==> src/rtl/ram_arb_if.sv <==
// Request/grant bundle for the fetch (IF) and load/store (DM) ports, plus the RAM port.
// The arbiter takes the slave side; requesters and the RAM model take the master side.
interface ram_arb_if #(
  parameter int DW = 16,
  parameter int AW = 9
);
  logic          if_req;
  logic [AW-1:0] if_addr;
  logic          if_gnt;
  logic          if_rvalid;
  logic [DW-1:0] if_rdata;

  logic          dm_req;
  logic          dm_we;
  logic [AW-1:0] dm_addr;
  logic [DW-1:0] dm_wdata;
  logic          dm_gnt;
  logic          dm_rvalid;
  logic [DW-1:0] dm_rdata;

  logic          mem_cen;
  logic          mem_wen;
  logic [AW-1:0] mem_a;
  logic [DW-1:0] mem_d;
  logic [DW-1:0] mem_q;

  modport slave (
    input  if_req, if_addr, dm_req, dm_we, dm_addr, dm_wdata, mem_q,
    output if_gnt, if_rvalid, if_rdata, dm_gnt, dm_rvalid, dm_rdata,
    output mem_cen, mem_wen, mem_a, mem_d
  );

  modport master (
    output if_req, if_addr, dm_req, dm_we, dm_addr, dm_wdata, mem_q,
    input  if_gnt, if_rvalid, if_rdata, dm_gnt, dm_rvalid, dm_rdata,
    input  mem_cen, mem_wen, mem_a, mem_d
  );
endinterface

==> src/rtl/ram_arb_ctrl.sv <==
// Single-port RAM arbiter: round-robin between fetch and load/store ports with
// combinational grant, one-cycle read latency, and a one-cycle LOAD state for image reload.
module ram_arb_ctrl #(
  parameter int DW            = 16,
  parameter int AW            = 9,
  parameter bit LOAD_ON_RESET = 1'b1
) (
  input  logic       i_clk,
  input  logic       i_rst_n,
  input  logic       i_load_req,
  output logic       o_busy,
  ram_arb_if.slave   io_bus,
  output logic [2:0] o_mem_ema,
  output logic [1:0] o_mem_emaw,
  output logic       o_mem_emas,
  output logic       o_mem_ret1n
);

  typedef enum logic {
    ST_LOAD = 1'b0,
    ST_RUN  = 1'b1
  } state_t;

  state_t        r_state;
  state_t        w_state_nxt;
  logic          r_last_dm;
  logic          w_if_gnt;
  logic          w_dm_gnt;
  logic          w_dm_rd;
  logic          w_cen;
  logic          w_wen;
  logic          w_busy;
  logic [AW-1:0] w_a;
  logic [DW-1:0] w_d;

  logic          r_if_rvalid_p1;
  logic          r_dm_rvalid_p1;
  logic [DW-1:0] r_if_rdata_p1;
  logic [DW-1:0] r_dm_rdata_p1;

  always_ff @(posedge i_clk) begin
    if (!i_rst_n) begin
      r_state <= LOAD_ON_RESET ? ST_LOAD : ST_RUN;
    end else begin
      r_state <= w_state_nxt;
    end
  end

  // Reset forces every output to its idle value, so the reset path relies on the defaults.
  always_comb begin
    w_state_nxt = r_state;
    w_if_gnt    = 1'b0;
    w_dm_gnt    = 1'b0;
    w_cen       = 1'b0;
    w_wen       = 1'b0;
    w_a         = '0;
    w_d         = '0;
    w_busy      = 1'b1;
    if (i_rst_n) begin
      case (r_state)
        ST_LOAD: begin
          w_cen       = 1'b1;
          w_state_nxt = ST_RUN;
        end
        ST_RUN: begin
          w_busy = 1'b0;
          if (io_bus.if_req && (!io_bus.dm_req || r_last_dm)) begin
            w_if_gnt = 1'b1;
          end else if (io_bus.dm_req) begin
            w_dm_gnt = 1'b1;
          end
          if (w_if_gnt) begin
            w_a = io_bus.if_addr;
          end else if (w_dm_gnt) begin
            w_a   = io_bus.dm_addr;
            w_wen = io_bus.dm_we;
            if (io_bus.dm_we) begin
              w_d = io_bus.dm_wdata;
            end
          end
          if (i_load_req) begin
            w_state_nxt = ST_LOAD;
          end
        end
        default: w_state_nxt = ST_RUN;
      endcase
    end
  end

  assign w_dm_rd = w_dm_gnt & ~io_bus.dm_we;

  // Stage p0 -> p1: capture RAM read data one cycle after the grant.
  always_ff @(posedge i_clk) begin
    if (!i_rst_n) begin
      r_last_dm      <= 1'b1;
      r_if_rvalid_p1 <= 1'b0;
      r_dm_rvalid_p1 <= 1'b0;
      r_if_rdata_p1  <= '0;
      r_dm_rdata_p1  <= '0;
    end else begin
      r_if_rvalid_p1 <= w_if_gnt;
      r_dm_rvalid_p1 <= w_dm_rd;
      if (w_if_gnt) begin
        r_if_rdata_p1 <= io_bus.mem_q;
      end
      if (w_dm_rd) begin
        r_dm_rdata_p1 <= io_bus.mem_q;
      end
      if (w_if_gnt || w_dm_gnt) begin
        r_last_dm <= w_dm_gnt;
      end
    end
  end

  assign io_bus.if_gnt    = w_if_gnt;
  assign io_bus.dm_gnt    = w_dm_gnt;
  assign io_bus.mem_cen   = w_cen;
  assign io_bus.mem_wen   = w_wen;
  assign io_bus.mem_a     = w_a;
  assign io_bus.mem_d     = w_d;
  // Read responses vanish as soon as reset is asserted, not one edge later.
  assign io_bus.if_rvalid = r_if_rvalid_p1 & i_rst_n;
  assign io_bus.dm_rvalid = r_dm_rvalid_p1 & i_rst_n;
  assign io_bus.if_rdata  = i_rst_n ? r_if_rdata_p1 : '0;
  assign io_bus.dm_rdata  = i_rst_n ? r_dm_rdata_p1 : '0;
  assign o_busy           = w_busy;

  assign o_mem_ema   = 3'd0;
  assign o_mem_emaw  = 2'd0;
  assign o_mem_emas  = 1'b0;
  assign o_mem_ret1n = 1'b1;

endmodule

==> src/flat_wrapper.sv <==
// flat-port wrapper written by rule: the top's interface ports become plain ports
module ram_arb_ctrl_flat 
#(
  parameter int DW            = 16,
  parameter int AW            = 9,
  parameter bit LOAD_ON_RESET = 1'b1
)
  (i_clk, i_rst_n, i_load_req, o_busy, o_mem_ema, o_mem_emaw, o_mem_emas, o_mem_ret1n, io_bus_if_req, io_bus_if_addr, io_bus_dm_req, io_bus_dm_we, io_bus_dm_addr, io_bus_dm_wdata, io_bus_mem_q, io_bus_if_gnt, io_bus_if_rvalid, io_bus_if_rdata, io_bus_dm_gnt, io_bus_dm_rvalid, io_bus_dm_rdata, io_bus_mem_cen, io_bus_mem_wen, io_bus_mem_a, io_bus_mem_d);
  ram_arb_if #(.DW(DW), .AW(AW)) io_bus_i ();
  input  logic i_clk;
  input  logic i_rst_n;
  input  logic i_load_req;
  output logic o_busy;
  output logic [2:0] o_mem_ema;
  output logic [1:0] o_mem_emaw;
  output logic o_mem_emas;
  output logic o_mem_ret1n;
  input wire logic [$bits(io_bus_i.if_req)-1:0] io_bus_if_req;
  input wire logic [$bits(io_bus_i.if_addr)-1:0] io_bus_if_addr;
  input wire logic [$bits(io_bus_i.dm_req)-1:0] io_bus_dm_req;
  input wire logic [$bits(io_bus_i.dm_we)-1:0] io_bus_dm_we;
  input wire logic [$bits(io_bus_i.dm_addr)-1:0] io_bus_dm_addr;
  input wire logic [$bits(io_bus_i.dm_wdata)-1:0] io_bus_dm_wdata;
  input wire logic [$bits(io_bus_i.mem_q)-1:0] io_bus_mem_q;
  output wire logic [$bits(io_bus_i.if_gnt)-1:0] io_bus_if_gnt;
  output wire logic [$bits(io_bus_i.if_rvalid)-1:0] io_bus_if_rvalid;
  output wire logic [$bits(io_bus_i.if_rdata)-1:0] io_bus_if_rdata;
  output wire logic [$bits(io_bus_i.dm_gnt)-1:0] io_bus_dm_gnt;
  output wire logic [$bits(io_bus_i.dm_rvalid)-1:0] io_bus_dm_rvalid;
  output wire logic [$bits(io_bus_i.dm_rdata)-1:0] io_bus_dm_rdata;
  output wire logic [$bits(io_bus_i.mem_cen)-1:0] io_bus_mem_cen;
  output wire logic [$bits(io_bus_i.mem_wen)-1:0] io_bus_mem_wen;
  output wire logic [$bits(io_bus_i.mem_a)-1:0] io_bus_mem_a;
  output wire logic [$bits(io_bus_i.mem_d)-1:0] io_bus_mem_d;
  assign io_bus_i.if_req = io_bus_if_req;
  assign io_bus_i.if_addr = io_bus_if_addr;
  assign io_bus_i.dm_req = io_bus_dm_req;
  assign io_bus_i.dm_we = io_bus_dm_we;
  assign io_bus_i.dm_addr = io_bus_dm_addr;
  assign io_bus_i.dm_wdata = io_bus_dm_wdata;
  assign io_bus_i.mem_q = io_bus_mem_q;
  assign io_bus_if_gnt = io_bus_i.if_gnt;
  assign io_bus_if_rvalid = io_bus_i.if_rvalid;
  assign io_bus_if_rdata = io_bus_i.if_rdata;
  assign io_bus_dm_gnt = io_bus_i.dm_gnt;
  assign io_bus_dm_rvalid = io_bus_i.dm_rvalid;
  assign io_bus_dm_rdata = io_bus_i.dm_rdata;
  assign io_bus_mem_cen = io_bus_i.mem_cen;
  assign io_bus_mem_wen = io_bus_i.mem_wen;
  assign io_bus_mem_a = io_bus_i.mem_a;
  assign io_bus_mem_d = io_bus_i.mem_d;
  ram_arb_ctrl #(.DW(DW), .AW(AW), .LOAD_ON_RESET(LOAD_ON_RESET)) u_core (.i_clk(i_clk), .i_rst_n(i_rst_n), .i_load_req(i_load_req), .o_busy(o_busy), .io_bus(io_bus_i), .o_mem_ema(o_mem_ema), .o_mem_emaw(o_mem_emaw), .o_mem_emas(o_mem_emas), .o_mem_ret1n(o_mem_ret1n));
endmodule
==> config.mk <==
export PLATFORM = sky130hd
export DESIGN_NAME = ram_arb_ctrl_flat
export DESIGN_NICKNAME = d
export VERILOG_FILES = /design/src/rtl/ram_arb_if.sv /design/src/rtl/ram_arb_ctrl.sv /design/src/flat_wrapper.sv
export SDC_FILE = /design/constraint.sdc
export NUM_CORES = 1
export LEC_CHECK = 0
export CAP_MARGIN = 20
export CELL_PAD_IN_SITES_DETAIL_PLACEMENT = 1
export CELL_PAD_IN_SITES_GLOBAL_PLACEMENT = 1
export CORE_AREA = 2 2 95 88
export CTS_CLUSTER_DIAMETER = 80
export DETAILED_ROUTE_END_ITERATION = 16
export DIE_AREA = 0 0 97 90
export GPL_TIMING_DRIVEN = 0
export PLACE_DENSITY_LB_ADDON = 0.1
export SYNTH_ARGS = -nofsm -noshare
export SYNTH_HDL_FRONTEND = slang
export SYNTH_SLANG_ARGS = --single-unit
==> constraint.sdc <==
create_clock -name i_clk -period 1.7 [get_ports i_clk]
set_clock_uncertainty 0.2 [all_clocks]
set_input_delay 0.34 -clock i_clk [delete_from_list [all_inputs] [get_ports i_clk]]
set_output_delay 0.34 -clock i_clk [all_outputs]
set_load 0.005 [all_outputs]
Yosys cells after proc, flatten, opt, wreduce, memory -nomap -nowiden
Cells that the tools add are included. Widths: inputs -> output; s select.

Bits in registers: 36. Word-level logic and storage cells: 46. Output and inout bits: 71.

Reductions and logical operators: 4. Multiplexer cells: 31. Bitwise logic cells: 5.

Operator list (count): $mux 16 (7); $mux 9 (4); $mux 1 (19); $and 1x1->1 (3); $logic_or 1x1->1 (2); $not 1->1 (2); $pmux 1 s2 (1); $logic_and 1x1->1 (1); $logic_not 1->1 (1).

Logic depth before layout (Yosys ltp)
Depth after elaboration: 10. Mapped depth: 5.

Worst setup path after synthesis
No wires, ideal clock.

Path type: reg-to-output. From: register u_core.r_state. To: output port io_bus_mem_d[10]. Data arrival time: 1140 ps. Data required time: 1160 ps. Buffers on the path: 1. Path slack: 20 ps. Cell stages (with the launch flop): 5. Cells stage by stage: dfxtp_1 nand3_1 a21oi_2 buf_2 and3_1.

Word-level cells in the longest chain between the ends: 2.

RTL lines: start: declaration (line ram_arb_ctrl.sv:24) `state_t r_state;`; start signal: assignment (line ram_arb_ctrl.sv:43) `r_state <= LOAD_ON_RESET ? ST_LOAD : ST_RUN;`; start signal: assignment (line ram_arb_ctrl.sv:45) `r_state <= w_state_nxt;`; $mux 16 (line ram_arb_ctrl.sv:60) `case (r_state)`; $mux 16 (line ram_arb_ctrl.sv:59) `if (i_rst_n) begin`; end: declaration (line flat_wrapper.sv:34) `output wire logic [$bits(io_bus_i.mem_d)-1:0] io_bus_mem_d;`.

No other way between the ends.

Worst setup path after layout
From: input port io_bus_if_req. To: output port io_bus_mem_a[1].

Word-level cells in the longest chain between the ends: 8. Elaborated cells between the ends (all ways): 11. Those cells by class: mux: 10; reduce/logical: 1.

RTL lines: start: declaration (line flat_wrapper.sv:18) `input wire logic [$bits(io_bus_i.if_req)-1:0] io_bus_if_req;`; $logic_and 1x1->1 (*) (line ram_arb_ctrl.sv:67) `if (io_bus.if_req && (!io_bus.dm_req || r_last_dm)) begin`; $mux 1 (line ram_arb_ctrl.sv:67); $mux 1 (line ram_arb_ctrl.sv:60); $mux 1 (line ram_arb_ctrl.sv:59); $mux 9 (line ram_arb_ctrl.sv:74) `end else if (w_dm_gnt) begin`; $mux 9 (*) (line ram_arb_ctrl.sv:72) `if (w_if_gnt) begin`; $mux 9 (*) (line ram_arb_ctrl.sv:60); $mux 9 (*) (line ram_arb_ctrl.sv:59); end: declaration (line flat_wrapper.sv:33) `output wire logic [$bits(io_bus_i.mem_a)-1:0] io_bus_mem_a;`.

Mark *: on every way between the ends. The rest lies on a longest branch, timed or not. The select of a mux whose other input is x is not followed.

==> qor.yml <==
worst_setup_path:
  crit_chain: "clkdlybuf4s15_1 -> a21oi_4 -> buf_6 -> buf_6 -> buf_6 -> buf_6 -> a22o_1 -> buf_2"
  slowest_delay_ns: 0.34
  path_common_cell: "buf_6"
  crit_path_end_kind: "output pin"
  worst_path_max_delay_cell: "clkdlybuf4s15_1"
  cp_max_fo: 4
  reg2reg_slack_ns: -0.06
  critPathTopFamily: "buffers and inverters"
  critPathKind: "in -> out"
  cp.arrival_ns: 1.55
  cp.required_ns: 1.16
  critPathBufInv: 6
  critPathLaunchType: "input port"
clock_tree:
  insertion_delay_ns: 0.29
  root_buffer: "clkbuf_8"
  cts_sinks: 36
  numCtsBuffers: 5
  clk_path_buf_depth: 2
  tritoncts: "done"
  htreeDepth: 2
  cts.clk_slew.worst_paths_ns: 0.08
global_routing:
  grt_pass1_vias: 2176
  overflow: 0
  grt_pass1_wl_mm: 11.30
  track_usage_pct: 16.08
  grt_max_degree: 13
  antenna_found_initial: 0
synth:
  synthTopCellsByArea: "dfxtp_1 40%, mux2i_1 8.8%, mux2_4 7.4%"
  synth-seq-cells: 36
  synth_cells: 194
  synth.avg_cell_area_um2: 9.358
  yosysSeqAreaShare_pct: 39.70
  yosys.area.top_type_share_pct: 39.70
  syn-cell-area_mm2: 0.001815
  yosysWarnings: 0
  synth_area_leader_cell: "dfxtp_1"
  synth_cell_types: 25
route:
  drc: 0
  via_per_inst: 4.138
  first_pass_iters: 3
  drt-wirelength-per-cell_um: 15.29
  vias: 2011
  drtAntennaViolNets: 0
  wirelength_mm: 7.432
  drtIter0Drc: 38
power_and_ir_drop:
  p_switching_mw: 0.5112
  irDropWorstVdd_mv: 0.3985
  p_total_mw: 2.443
  pwr-share-comb_pct: 20.4
  p_int_mw: 1.932
  p_per_area_mw_per_mm2: 606.5
  clkPwrFrac_pct: 43.4
  pwr-share-seq_pct: 36.2
  swShare_pct: 20.92
  cellLeakagePower_nw: 2.111
timing:
  drv_slew: 0
  post-route-period-util_pct: 122.7
  hold_ws_ns: 0.2667
  final-hold-violation-count: 0
  rsz0062_at_grt: "true"
  max_freq_ghz: 0.4795
  fin_crit_ns: 2.086
  timing.final.ws_setup_ns: -0.3856
  setup_viol: 55
placement:
  io_buffers: 119
  gp_congestion: 0.6759
  post-dp-hpwl_mm: 4.565
  place_inst: 417
  place_area_mm2: 0.003149
status:
  status: "finished with violations"
  violations: "negative setup slack"
min_path:
  holdCritPathClass: "reg -> reg"
final_layout:
  fillCellCount: 863
  layout-drive-gt1-share_pct: 53.49
  n_antenna_cell: 0
  final_cell_count_no_fill: 486
  synthToLayoutAreaGrowth_pct: 121.9
  stdcell_area_mm2: 0.004029
  fin_nets: 442
floorplanning:
  die_w_um: 97
  io_pins: 127
  fp.dieArea_mm2: 0.008730
  initial_core_util_pct: 23.29
  num_rows: 31
  core_mm2: 0.007796
  dieHeight_um: 90
flow_run:
  max-cap-violations: 0
==> power groups by stage <==
stage	registers, mW	clock network (mW)	logic, mW
after floorplan	0.900	0	0.134
after global placement	0.902	0	0.359
after detailed placement	0.903	0	0.362
after CTS	0.883	1.08	0.465
after global routing	0.888	1.13	0.533
final	0.884	1.06	0.498
==> repair_timing <==
action | CTS | global route
pin swaps | 16 | 8
hold endpoints to repair | 0 | 0
setup endpoints to repair | 94 | 74
hold buffers | 0 | 0
buffers inserted | 44 | 18
cloned | 4 | 1
gates resized for setup | 289 | 67
==> layer usage <==
metal / share of wire, % / up-vias / GRT usage [%]
li1: - / 1005 / -
met1: 42 / 954 / 19.25
met2: 54 / 44 / 29.63
met3: 3.1 / 8 / 2.955
met4: 0.89 / 0 / 3.756
met5: 0 / - / 0
==> Yosys cell counts <==
| library cell | instances |
|---|---|
| inv_1 | 17 |
| conb_1 | 2 |
| dfxtp_1 | 36 |
| mux2_4 | 9 |
| buf_2 | 5 |
| o21ai_0 | 1 |
| nand4_4 | 1 |
| a21boi_0 | 1 |
| and2_1 | 19 |
| a21oi_2 | 1 |
| a21oi_1 | 1 |
| nand2b_1 | 1 |
| a22o_1 | 9 |
| inv_2 | 1 |
| and2b_1 | 1 |
| nand2_1 | 33 |
| a211oi_2 | 1 |
| mux2i_1 | 16 |
| and3_1 | 17 |
| buf_12 | 1 |
| buf_4 | 8 |
| mux2_2 | 7 |
| buf_6 | 2 |
| clkbuf_1 | 3 |
| nand3_1 | 1 |
==> state kept, by name, indices dropped and copies added, names as in the netlist <==
name	cells
u_core.r_dm_rdata_p1	16
u_core.r_if_rdata_p1	16
u_core.r_dm_rvalid_p1	1
u_core.r_if_rvalid_p1	1
u_core.r_last_dm	1
u_core.r_state	1
==> logic make-up (layout without fill, tap and decap cells) <==
group / after synthesis / in the layout / share of synthesized area [%]
AND/OR/NAND/NOR: 73 / 73 / 21.43
buffers and inverters: 37 / 225 / 11.37
flip-flops: 36 / 36 / 39.70
multiplexers: 32 / 32 / 20.61
AO/OA/AOI/OAI: 14 / 14 / 6.478
other: 2 / 7 / 0.4137
==> path summary, 6_finish.rpt <==
kind	from	to	cells past startpoint
worst max-delay path	io_bus_if_req	io_bus_mem_a[1]	8
worst min-delay path	u_core.r_dm_rdata_p1[1]$_SDFFE_PN0P_	u_core.r_dm_rdata_p1[1]$_SDFFE_PN0P_	2
worst max register to register	u_core.r_state$_SDFF_PN0_	u_core.r_dm_rdata_p1[10]$_SDFFE_PN0P_	8
worst min register to register	u_core.r_dm_rdata_p1[1]$_SDFFE_PN0P_	u_core.r_dm_rdata_p1[1]$_SDFFE_PN0P_	2
==> cell type report <==
class                      count  area [µm²]  share of cell area (%)
timing repair buffer         182        1657                   41.12
multi-input combinational    126        1080                   26.80
sequential                    36       728.2                   18.07
buffer                        17       209.0                   5.186
tap                           99       123.9                   3.075
clock inverter                 3       90.09                   2.236
inverter                      18       72.57                   1.801
clock buffer                   5       68.82                   1.708
==> per-stage QoR <==
step | utilization, % | setup slack [ns] | TNS, ns
CTS | 49.45 | -0.4033 | -10.30
finish | 51.68 | -0.3856 | -10.33
global route | 51.68 | -0.4505 | -13.89
global placement | 40.39 | -1.307 | -80.72
detailed placement | 40.39 | -1.350 | -82.16
floorplan | - | 0.02038 | 0
==> cell usage in the layout (no fill, tap or decap), types with 3 or more instances in the layout <==
cell type	count
clkbuf_16	3
mux2i_1	16
a22o_1	9
nand2_1	18
bufinv_16	3
mux2_4	9
buf_6	45
dfxtp_1	34
and2_1	12
inv_2	8
clkbuf_2	21
buf_8	4
nand2_4	10
buf_12	4
and2_4	7
clkdlybuf4s50_1	51
buf_4	35
dlygate4sd2_1	6
nand2_2	5
conb_1	7
buf_2	22
clkdlybuf4s15_1	5
and3_4	8
and3_1	9
mux2_2	7
clkbuf_8	6
inv_1	9
==> worst min-delay path, delay by kind of cell (launching register included) <==
| kind | cells | cell delay (ns) |
|---|---|---|
| and+or+nand+nor | 1 | 0.06 |
| muxes | 1 | 0.05 |
| DFF | 1 | 0.31 |
(Power assumes the default switching activity.)
